<file path="src/rtl/if_fetch_unit_pkg.sv">
// Shared types for the IF-stage fetch engine: FSM states, output slot record
// and a saturating add used by the optional performance counters.
package if_fetch_unit_pkg;

  typedef enum logic {
    S_IDLE = 1'b0,
    S_REQ  = 1'b1
  } fetch_state_t;

  typedef struct packed {
    logic        valid;
    logic [31:0] instr;
    logic [31:0] pc;
    logic [31:0] pred_target;
    logic [1:0]  pred_outcome;
    logic        btb_hit;
  } if_slot_t;

  function automatic logic [31:0] sat_add(input logic [31:0] a, input logic [1:0] n);
    logic [32:0] s;
    s = {1'b0, a} + {31'b0, n};
    return s[32] ? '1 : s[31:0];
  endfunction

endpackage

</file>
<file path="src/rtl/if_fetch_unit_slot.sv">
// One-entry IF/ID holding register; flush beats load, load beats consume.
module if_output_slot
  import if_fetch_unit_pkg::*;
(
  input  logic        clk,
  input  logic        rst,
  input  logic        load,
  input  logic        consume,
  input  logic        flush,
  input  logic [31:0] load_instr,
  input  logic [31:0] load_pc,
  input  logic [31:0] load_target,
  input  logic [1:0]  load_outcome,
  input  logic        load_btb_hit,
  output logic        valid,
  output logic [31:0] instr,
  output logic [31:0] pc,
  output logic [31:0] target,
  output logic [1:0]  outcome,
  output logic        btb_hit
);

  if_slot_t slot_q;

  // Flush and consume only drop valid; payload fields keep their last value.
  always_ff @(posedge clk) begin
    if (rst) begin
      slot_q <= '0;
    end else if (flush) begin
      slot_q.valid <= 1'b0;
    end else if (load) begin
      slot_q.valid        <= 1'b1;
      slot_q.instr        <= load_instr;
      slot_q.pc           <= load_pc;
      slot_q.pred_target  <= load_target;
      slot_q.pred_outcome <= load_outcome;
      slot_q.btb_hit      <= load_btb_hit;
    end else if (consume) begin
      slot_q.valid <= 1'b0;
    end
  end

  assign valid   = slot_q.valid;
  assign instr   = slot_q.instr;
  assign pc      = slot_q.pc;
  assign target  = slot_q.pred_target;
  assign outcome = slot_q.pred_outcome;
  assign btb_hit = slot_q.btb_hit;

endmodule

</file>
<file path="src/rtl/if_fetch_unit.sv">
// IF-stage fetch engine: fetch PC, I-cache handshake, MEM redirects.
// Define IF_FETCH_PERF_EN to add perf_fetched / perf_squashed counters.
module if_fetch_unit
  import if_fetch_unit_pkg::*;
#(
  parameter logic [31:0] RESET_PC = 32'h00000060
) (
  input  logic        clk,
  input  logic        rst,
  output logic [31:0] if_pc_out,
  input  logic [31:0] pred_pcmux_out,
  input  logic [31:0] pred_target,
  input  logic [1:0]  pred_outcome,
  input  logic        pred_btb_hit,
  input  logic        mem_misprediction,
  input  logic [31:0] redirect_pc,
  output logic        icache_read,
  output logic [31:0] icache_address,
  input  logic [31:0] icache_rdata,
  input  logic        icache_resp,
  input  logic        stall_in,
  output logic        if_valid,
  output logic [31:0] if_instr,
  output logic [31:0] if_pc,
  output logic [31:0] if_predicted_pcmux_out,
  output logic [1:0]  if_predicted_branch_outcome,
  output logic        if_BTB_hit
`ifdef IF_FETCH_PERF_EN
  ,
  output logic [31:0] perf_fetched,
  output logic [31:0] perf_squashed
`endif
);

  fetch_state_t state_q, state_d;
  logic [31:0]  pc_q, pc_d;
  logic [31:0]  pend_pc_q, pend_pc_d;
  logic         squash_q, squash_d;
  logic         slot_load;
  logic         consume;

  assign consume = if_valid && !stall_in;

  always_ff @(posedge clk) begin
    if (rst) begin
      state_q   <= S_IDLE;
      pc_q      <= RESET_PC;
      pend_pc_q <= '0;
      squash_q  <= 1'b0;
    end else begin
      state_q   <= state_d;
      pc_q      <= pc_d;
      pend_pc_q <= pend_pc_d;
      squash_q  <= squash_d;
    end
  end

  // A redirect during an outstanding read cannot cancel it; it is parked in
  // pend_pc and the stale response is dropped when it finally returns.
  always_comb begin
    state_d   = state_q;
    pc_d      = pc_q;
    pend_pc_d = pend_pc_q;
    squash_d  = squash_q;
    slot_load = 1'b0;
    unique case (state_q)
      S_IDLE: begin
        if (mem_misprediction) begin
          pc_d    = redirect_pc;
          state_d = S_REQ;
        end else if (!if_valid || consume) begin
          state_d = S_REQ;
        end
      end
      S_REQ: begin
        if (icache_resp) begin
          state_d  = S_IDLE;
          squash_d = 1'b0;
          if (mem_misprediction) begin
            pc_d = redirect_pc;
          end else if (squash_q) begin
            pc_d = pend_pc_q;
          end else begin
            pc_d      = pred_pcmux_out;
            slot_load = 1'b1;
          end
        end else if (mem_misprediction) begin
          squash_d  = 1'b1;
          pend_pc_d = redirect_pc;
        end
      end
    endcase
  end

  assign if_pc_out      = pc_q;
  assign icache_address = pc_q;
  assign icache_read    = (state_q == S_REQ) && !rst;

  if_output_slot u_slot (
    .clk          (clk),
    .rst          (rst),
    .load         (slot_load),
    .consume      (consume),
    .flush        (mem_misprediction),
    .load_instr   (icache_rdata),
    .load_pc      (pc_q),
    .load_target  (pred_target),
    .load_outcome (pred_outcome),
    .load_btb_hit (pred_btb_hit),
    .valid        (if_valid),
    .instr        (if_instr),
    .pc           (if_pc),
    .target       (if_predicted_pcmux_out),
    .outcome      (if_predicted_branch_outcome),
    .btb_hit      (if_BTB_hit)
  );

`ifdef IF_FETCH_PERF_EN
  logic       resp_discard;
  logic [1:0] squash_inc;

  assign resp_discard = (state_q == S_REQ) && icache_resp && (squash_q || mem_misprediction);
  assign squash_inc   = {1'b0, resp_discard} + {1'b0, if_valid && mem_misprediction};

  always_ff @(posedge clk) begin
    if (rst) begin
      perf_fetched  <= '0;
      perf_squashed <= '0;
    end else begin
      if (slot_load) perf_fetched <= sat_add(perf_fetched, 2'd1);
      perf_squashed <= sat_add(perf_squashed, squash_inc);
    end
  end
`endif

endmodule

</file>
<file path="config.mk">
export PLATFORM = sky130hd
export DESIGN_NAME = if_fetch_unit
export DESIGN_NICKNAME = d
export VERILOG_FILES = /design/src/rtl/if_fetch_unit_pkg.sv /design/src/rtl/if_fetch_unit_slot.sv /design/src/rtl/if_fetch_unit.sv
export SDC_FILE = /design/constraint.sdc
export NUM_CORES = 1
export LEC_CHECK = 0
export CORE_MARGIN = 2
export CORE_UTILIZATION = 40
export DETAILED_ROUTE_END_ITERATION = 12
export PLACE_DENSITY = 0.71
export SLEW_MARGIN = 0
export SYNTH_ARGS = -nofsm -noshare
export SYNTH_HDL_FRONTEND = slang
export SYNTH_HIERARCHICAL = 1
export SYNTH_SLANG_ARGS = --single-unit
</file>
<file path="constraint.sdc">
create_clock -name clk -period 2 [get_ports clk]
set_clock_uncertainty 0.1 [all_clocks]
set_input_delay 0.4 -clock clk [delete_from_list [all_inputs] [get_ports clk]]
set_output_delay 0.4 -clock clk [all_outputs]
set_load 0.03 [all_outputs]
</file>
**Word-level counts from Yosys, hierarchy flattened**

Index checks and enable logic that the tools add are counted.

- Bits in registers: 166
- Latch bits: 0
- Bits in writable memories: 0
- Memory bits (read-only): 0
- Input bits: 136
- Output and inout bits: 165
- Memories kept: 0

- Add/sub/neg operators: 0
- Multipliers: 0
- Divide/modulo/power cells: 0
- $lt $le $gt $ge: 0
- Eq/ne operators: 2
- Shift-type cells: 0
- Multiplexer cells: 17
- Bitwise logic cells: 3
- Reductions and logical operators: 13

Operator list:

| operator | number |
|---|---|
| 2-to-1 mux 32 bit | 4 |
| one-hot mux 32 bit (2 select lines) | 1 |
| 2-to-1 mux 1 bit | 11 |
| AND reduction 2 bit | 3 |
| != test 2 bit (second input constant) | 2 |
| nonzero test 2 bit | 2 |
| logical NOT 1 bit | 3 |
| inverter 1 bit | 3 |
| AND reduction 3 bit | 1 |
| logical AND 1 bit | 2 |
| one-hot mux 1 bit (2 select lines) | 1 |
| OR reduction 2 bit | 1 |
| logical OR 1 bit | 1 |

**Longest topological paths before layout**

- Depth after elaboration: 6
- Gate-level depth with buffers: 8
- Mapped depth without buffers: 4

**By module**

The synthesis kept the hierarchy.

By module, submodules not included:

| module | instances | cells each | area each (µm²) | seq. area each (µm²) |
|---|---|---|---|---|
| if_output_slot | 1 | 456 | 5562.8 | 2001.9 |
| if_fetch_unit | 1 | 369 | 3583.4 | 1321.3 |

**Worst setup path before layout**

Ideal clock, no wire load.

- Kind: input port to flip-flop
- Start point: input port mem_misprediction
- End point: register, netlist name u_slot/instr[17]
- Setup time: 116 ps
- Data arrival time: 1608 ps
- Data required time: 1784 ps
- Path slack: 176 ps
- Stages on the path: 8
- Path buffers: 5
- Cell sequence: buf_4 buf_2 nor3_1 nor2b_4 buf_6 buf_6 buf_6 o21ai_2

- Word-level cells in the longest chain between the ends: 4
- Elaborated cells between the ends (all ways): 5
- Classes of those cells: 3 x mux; 1 x bitwise; 1 x reduce/logical

Ends and longest elaborated chain:

| what | line | RTL |
|---|---|---|
| start, declared | if_fetch_unit.sv:15 | `input logic mem_misprediction,` |
| 2-to-1 mux 1 bit | if_fetch_unit.sv:79 | `if (mem_misprediction) begin` |
| 2-to-1 mux 1 bit | if_fetch_unit.sv:76 | `if (icache_resp) begin` |
| 2-to-1 mux 1 bit | if_fetch_unit.sv:66 | `unique case (state_q)` |
| via slot_load | if_fetch_unit.sv:39 | `logic slot_load;` |
| AND reduction 2 bit (no line) | n/a |  |

The timed path passes the listed nets, and every way through them passes these cells.
A chain may end at the register's enable or synchronous reset.

**Worst setup path in the final report**

- Start point: register, netlist name u_slot/instr[19]
- End point: output port if_instr[19]

RTL lines:

| what | line | RTL |
|---|---|---|
| end, declared | if_fetch_unit.sv:23 | `output logic [31:0] if_instr,` |

No word-level cell between the ends.

==> impl_metrics.prom <==
# TYPE chip_impl_metric gauge
chip_impl_info{name="run_status",value="finished, final reports clean"} 1
chip_impl_metric{name="floorplan.rows",unit=""} 55
chip_impl_metric{name="post-route-min-period",unit="ps"} 1950
chip_impl_metric{name="worstPathBufferInverterCount",unit=""} 1
chip_impl_metric{name="r2r_setup_slack",unit="ps"} 220
chip_impl_metric{name="final-hold-violation-count",unit=""} 0
chip_impl_metric{name="ios",unit=""} 301
chip_impl_metric{name="final_layout_size_suffix_gt1_share",unit="%"} 30.8
chip_impl_metric{name="combined_area_of_the_multi_input_logic_cells",unit="um^2"} 5000
chip_impl_metric{name="final.period_utilization",unit="%"} 97.5
chip_impl_metric{name="clk_pin_slew",unit="ps"} 70
chip_impl_metric{name="peakVddDrop",unit="V"} 0.000469
chip_impl_metric{name="relSlewSlack",unit="%"} 64.1
chip_impl_metric{name="critical_path.max_fanout",unit=""} 2
chip_impl_info{name="critPathTopFamily",value="buffers and inverters"} 1
chip_impl_metric{name="n_fill_cell",unit=""} 2049
chip_impl_metric{name="hpwlAfterDp",unit="um"} 17200
chip_impl_metric{name="fmaxAchievable",unit="MHz"} 513
chip_impl_metric{name="antenna_violating_nets_post_route",unit=""} 0
chip_impl_metric{name="route.detailed.wl_per_inst",unit="um"} 18.0
chip_impl_metric{name="die_area",unit="um^2"} 24100
chip_impl_metric{name="power.static_leakage",unit="nW"} 5.41
chip_impl_metric{name="syn-mean-instance-area",unit="um^2"} 11.1
chip_impl_metric{name="post_cts_resize_count",unit=""} 146
chip_impl_info{name="grt_most_used_layer",value="met2"} 1
chip_impl_metric{name="grt_overflow_total",unit=""} 0
chip_impl_metric{name="power.density",unit="nW/um^2"} 669
chip_impl_metric{name="routing_usage_on_met2",unit="%"} 34.8
chip_impl_info{name="crit_chain",value="clkdlybuf4s50_1"} 1
chip_impl_metric{name="timing.critical_path.arrival",unit="ps"} 1450
chip_impl_metric{name="post_synthesis_sequential_element_count",unit=""} 166
chip_impl_metric{name="synth_cell_type_count",unit=""} 29
chip_impl_info{name="setup.worst_path.end_class",value="primary output"} 1
chip_impl_metric{name="crit_path_max_incr_delay",unit="ps"} 690
chip_impl_metric{name="yosys_warnings",unit=""} 6
chip_impl_metric{name="use_met1",unit="%"} 25.7
chip_impl_metric{name="syn-num-nets",unit=""} 961
chip_impl_metric{name="cts_sinks",unit=""} 166
chip_impl_metric{name="seqCellArea",unit="um^2"} 3320
chip_impl_metric{name="final_max_slew_viol_count",unit=""} 0
chip_impl_metric{name="dieHeight",unit="um"} 155
chip_impl_info{name="hold_path_end",value="squash_q"} 1
chip_impl_metric{name="grt_start_max_net_pins",unit=""} 135
chip_impl_metric{name="worst_slew_pin_slew",unit="ps"} 538
chip_impl_metric{name="vias",unit=""} 6987
chip_impl_info{name="cpMaxStageDelayCell",value="sky130_fd_sc_hd__clkdlybuf4s50_1"} 1
chip_impl_metric{name="die_x",unit="um"} 155
chip_impl_metric{name="buffer_ports.inserted",unit=""} 300
chip_impl_metric{name="drcViolationCount",unit=""} 0
chip_impl_metric{name="globalplace.congestion",unit=""} 0.763
chip_impl_metric{name="seq_area_frac_synth",unit="%"} 36.3
chip_impl_metric{name="post-cts-setup-buffer-count",unit=""} 0
chip_impl_metric{name="insertedDiodeCount",unit=""} 0
chip_impl_metric{name="worst_r2r_path_depth",unit=""} 4
chip_impl_info{name="grt_setup_unrepaired",value="no"} 1
chip_impl_info{name="timing.rr.start",value="squash_q"} 1
chip_impl_metric{name="grt_pass1_wl",unit="um"} 38600
chip_impl_info{name="hold_removal_path_class",value="input pin to flip-flop"} 1
chip_impl_metric{name="cts_stage_hold_buffer_count",unit=""} 0
chip_impl_metric{name="hold_slack",unit="ps"} 305
chip_impl_metric{name="avgViaCountPerCell",unit=""} 5.10
chip_impl_metric{name="grt_antenna_before_repair",unit=""} 0
chip_impl_info{name="worst_hold_startpoint",value="mem_misprediction"} 1
chip_impl_info{name="cp_launch_type",value="flip-flop"} 1
chip_impl_metric{name="min_delay_path_depth",unit=""} 3
chip_impl_metric{name="aggregate_routed_wire_length",unit="um"} 24700
chip_impl_metric{name="worst_ep_required_time",unit="ps"} 1500
chip_impl_metric{name="area_delta_synth_final",unit="%"} 38.8
chip_impl_metric{name="first_global_vias",unit=""} 6809
chip_impl_info{name="worst-setup-path-type",value="flip-flop to primary output"} 1
chip_impl_metric{name="first_pass_iters",unit=""} 4
chip_impl_metric{name="drt_first_iter_violations",unit=""} 281
chip_impl_metric{name="start_util",unit="%"} 40.5
chip_impl_info{name="mostFrequentLayoutCell",value="sky130_fd_sc_hd__dfxtp_1"} 1
chip_impl_metric{name="cts_htree_levels",unit=""} 4
chip_impl_metric{name="gr-usage-all-layers",unit="%"} 20.3
chip_impl_metric{name="setup-violations-final",unit=""} 0
chip_impl_metric{name="core-area",unit="um^2"} 22600
chip_impl_metric{name="drv_cap",unit=""} 0
chip_impl_metric{name="clock_path_buffers",unit=""} 2
chip_impl_info{name="most-common-layout-cells",value="sky130_fd_sc_hd__dfxtp_1, sky130_fd_sc_hd__clkdlybuf4s50_1, sky130_fd_sc_hd__dlygate4sd2_1, sky130_fd_sc_hd__nand4bb_1, sky130_fd_sc_hd__o21ai_2"} 1
chip_impl_info{name="clock_tree_from_tritoncts",value="built"} 1
chip_impl_metric{name="groute.layer.met3.usage",unit="%"} 5.52
chip_impl_info{name="cts_root_buf",value="sky130_fd_sc_hd__clkbuf_16"} 1
chip_impl_metric{name="syn_inst",unit=""} 825
chip_impl_metric{name="synth_area",unit="um^2"} 9150
chip_impl_info{name="worstReg2RegEnd",value="icache_address[2]"} 1
chip_impl_metric{name="nets",unit=""} 1209
chip_impl_metric{name="cts_buffers",unit=""} 17
chip_impl_metric{name="clock_insertion_delay_worst_skew",unit="ps"} 420
chip_impl_metric{name="power.total",unit="mW"} 8.50
==> power by group <==
part	switching (mW)	leakage, nW	internal (mW)
Clock	1.43	0.271	1.87
Sequential	0.119	1.35	3.42
Combinational	0.836	3.79	0.829
==> how the worst max path moves through the flow <==
stage                                 start           endpoint  slack (ps)  cells after the start
after floorplan           mem_misprediction   u_slot/instr[17]         180                      8
after global placement          icache_resp  u_slot/target[12]         -40                      8
after detailed placement        icache_resp  u_slot/target[19]         -70                      8
after CTS                  u_slot/instr[20]       if_instr[20]          10                      1
after global routing       u_slot/instr[14]       if_instr[14]         0.2                      1
final                      u_slot/instr[19]       if_instr[19]          50                      1
==> cell families (layout without fill, tap and decap cells) <==
logic type | after synthesis | in the layout | share of synthesized area, %
AO/OA/AOI/OAI | 169 | 169 | 16.0
buffers and inverters | 120 | 381 | 9.12
flip-flops | 166 | 166 | 36.3
multiplexers | 36 | 36 | 5.60
AND/OR/NAND/NOR | 334 | 334 | 33.0
==> metal layers <==
metal  vias up  part of all wire, %
li1       3426                    -
met1      3343                   44
met2       204                   49
met3        14                  6.6
met4         0                 0.74
met5         -                    0
==> cell usage after synthesis (all sizes together) <==
cell	number	area share (%)
a211oi	2	0.16
a21oi	35	1.9
a221oi	30	4.7
and3b	1	0.096
buf	104	8.5
clkbuf	16	0.67
dfxtp	166	36
mux2	33	5.1
mux2i	3	0.47
nand2	66	2.7
nand2b	99	13
nand3b	1	0.082
nand4bb	99	12
nor2	31	1.3
nor2b	5	0.42
nor3	32	2.8
o21a	1	0.082
o21ai	101	9.2
==> per-stage QoR <==
step	util (%)	setup WS [ps]	TNS [ps]	instances	area [um^2]
floorplan	-	176	0	825	9150
global placement	54.5	-41.1	-2050	1339	12300
detailed placement	54.5	-66.0	-4160	1339	12300
CTS	56.2	13.3	0	1371	12700
global route	56.3	0.164	0	1371	12700
finish	56.3	49.3	0	1371	12700
==> flip-flops by register name (all words and copies together) (netlist names) <==
signal	flops
squash_q	1
u_slot/instr	32
pend_pc_q	32
u_slot/target	32
state_q	1
icache_address	32
u_slot/pc	32
u_slot/outcome	2
u_slot/btb_hit	1
u_slot/valid	1
==> cell type report <==
class / count / share of cell area [%]
Sequential cell: 166 / 26.2
Multi-Input combinational cell: 539 / 39.4
Clock buffer: 20 / 3.44
Tap cell: 285 / 2.81
Clock inverter: 12 / 1.13
Timing Repair Buffer: 349 / 27.0
Note: power is estimated with default switching activity, not from simulation.
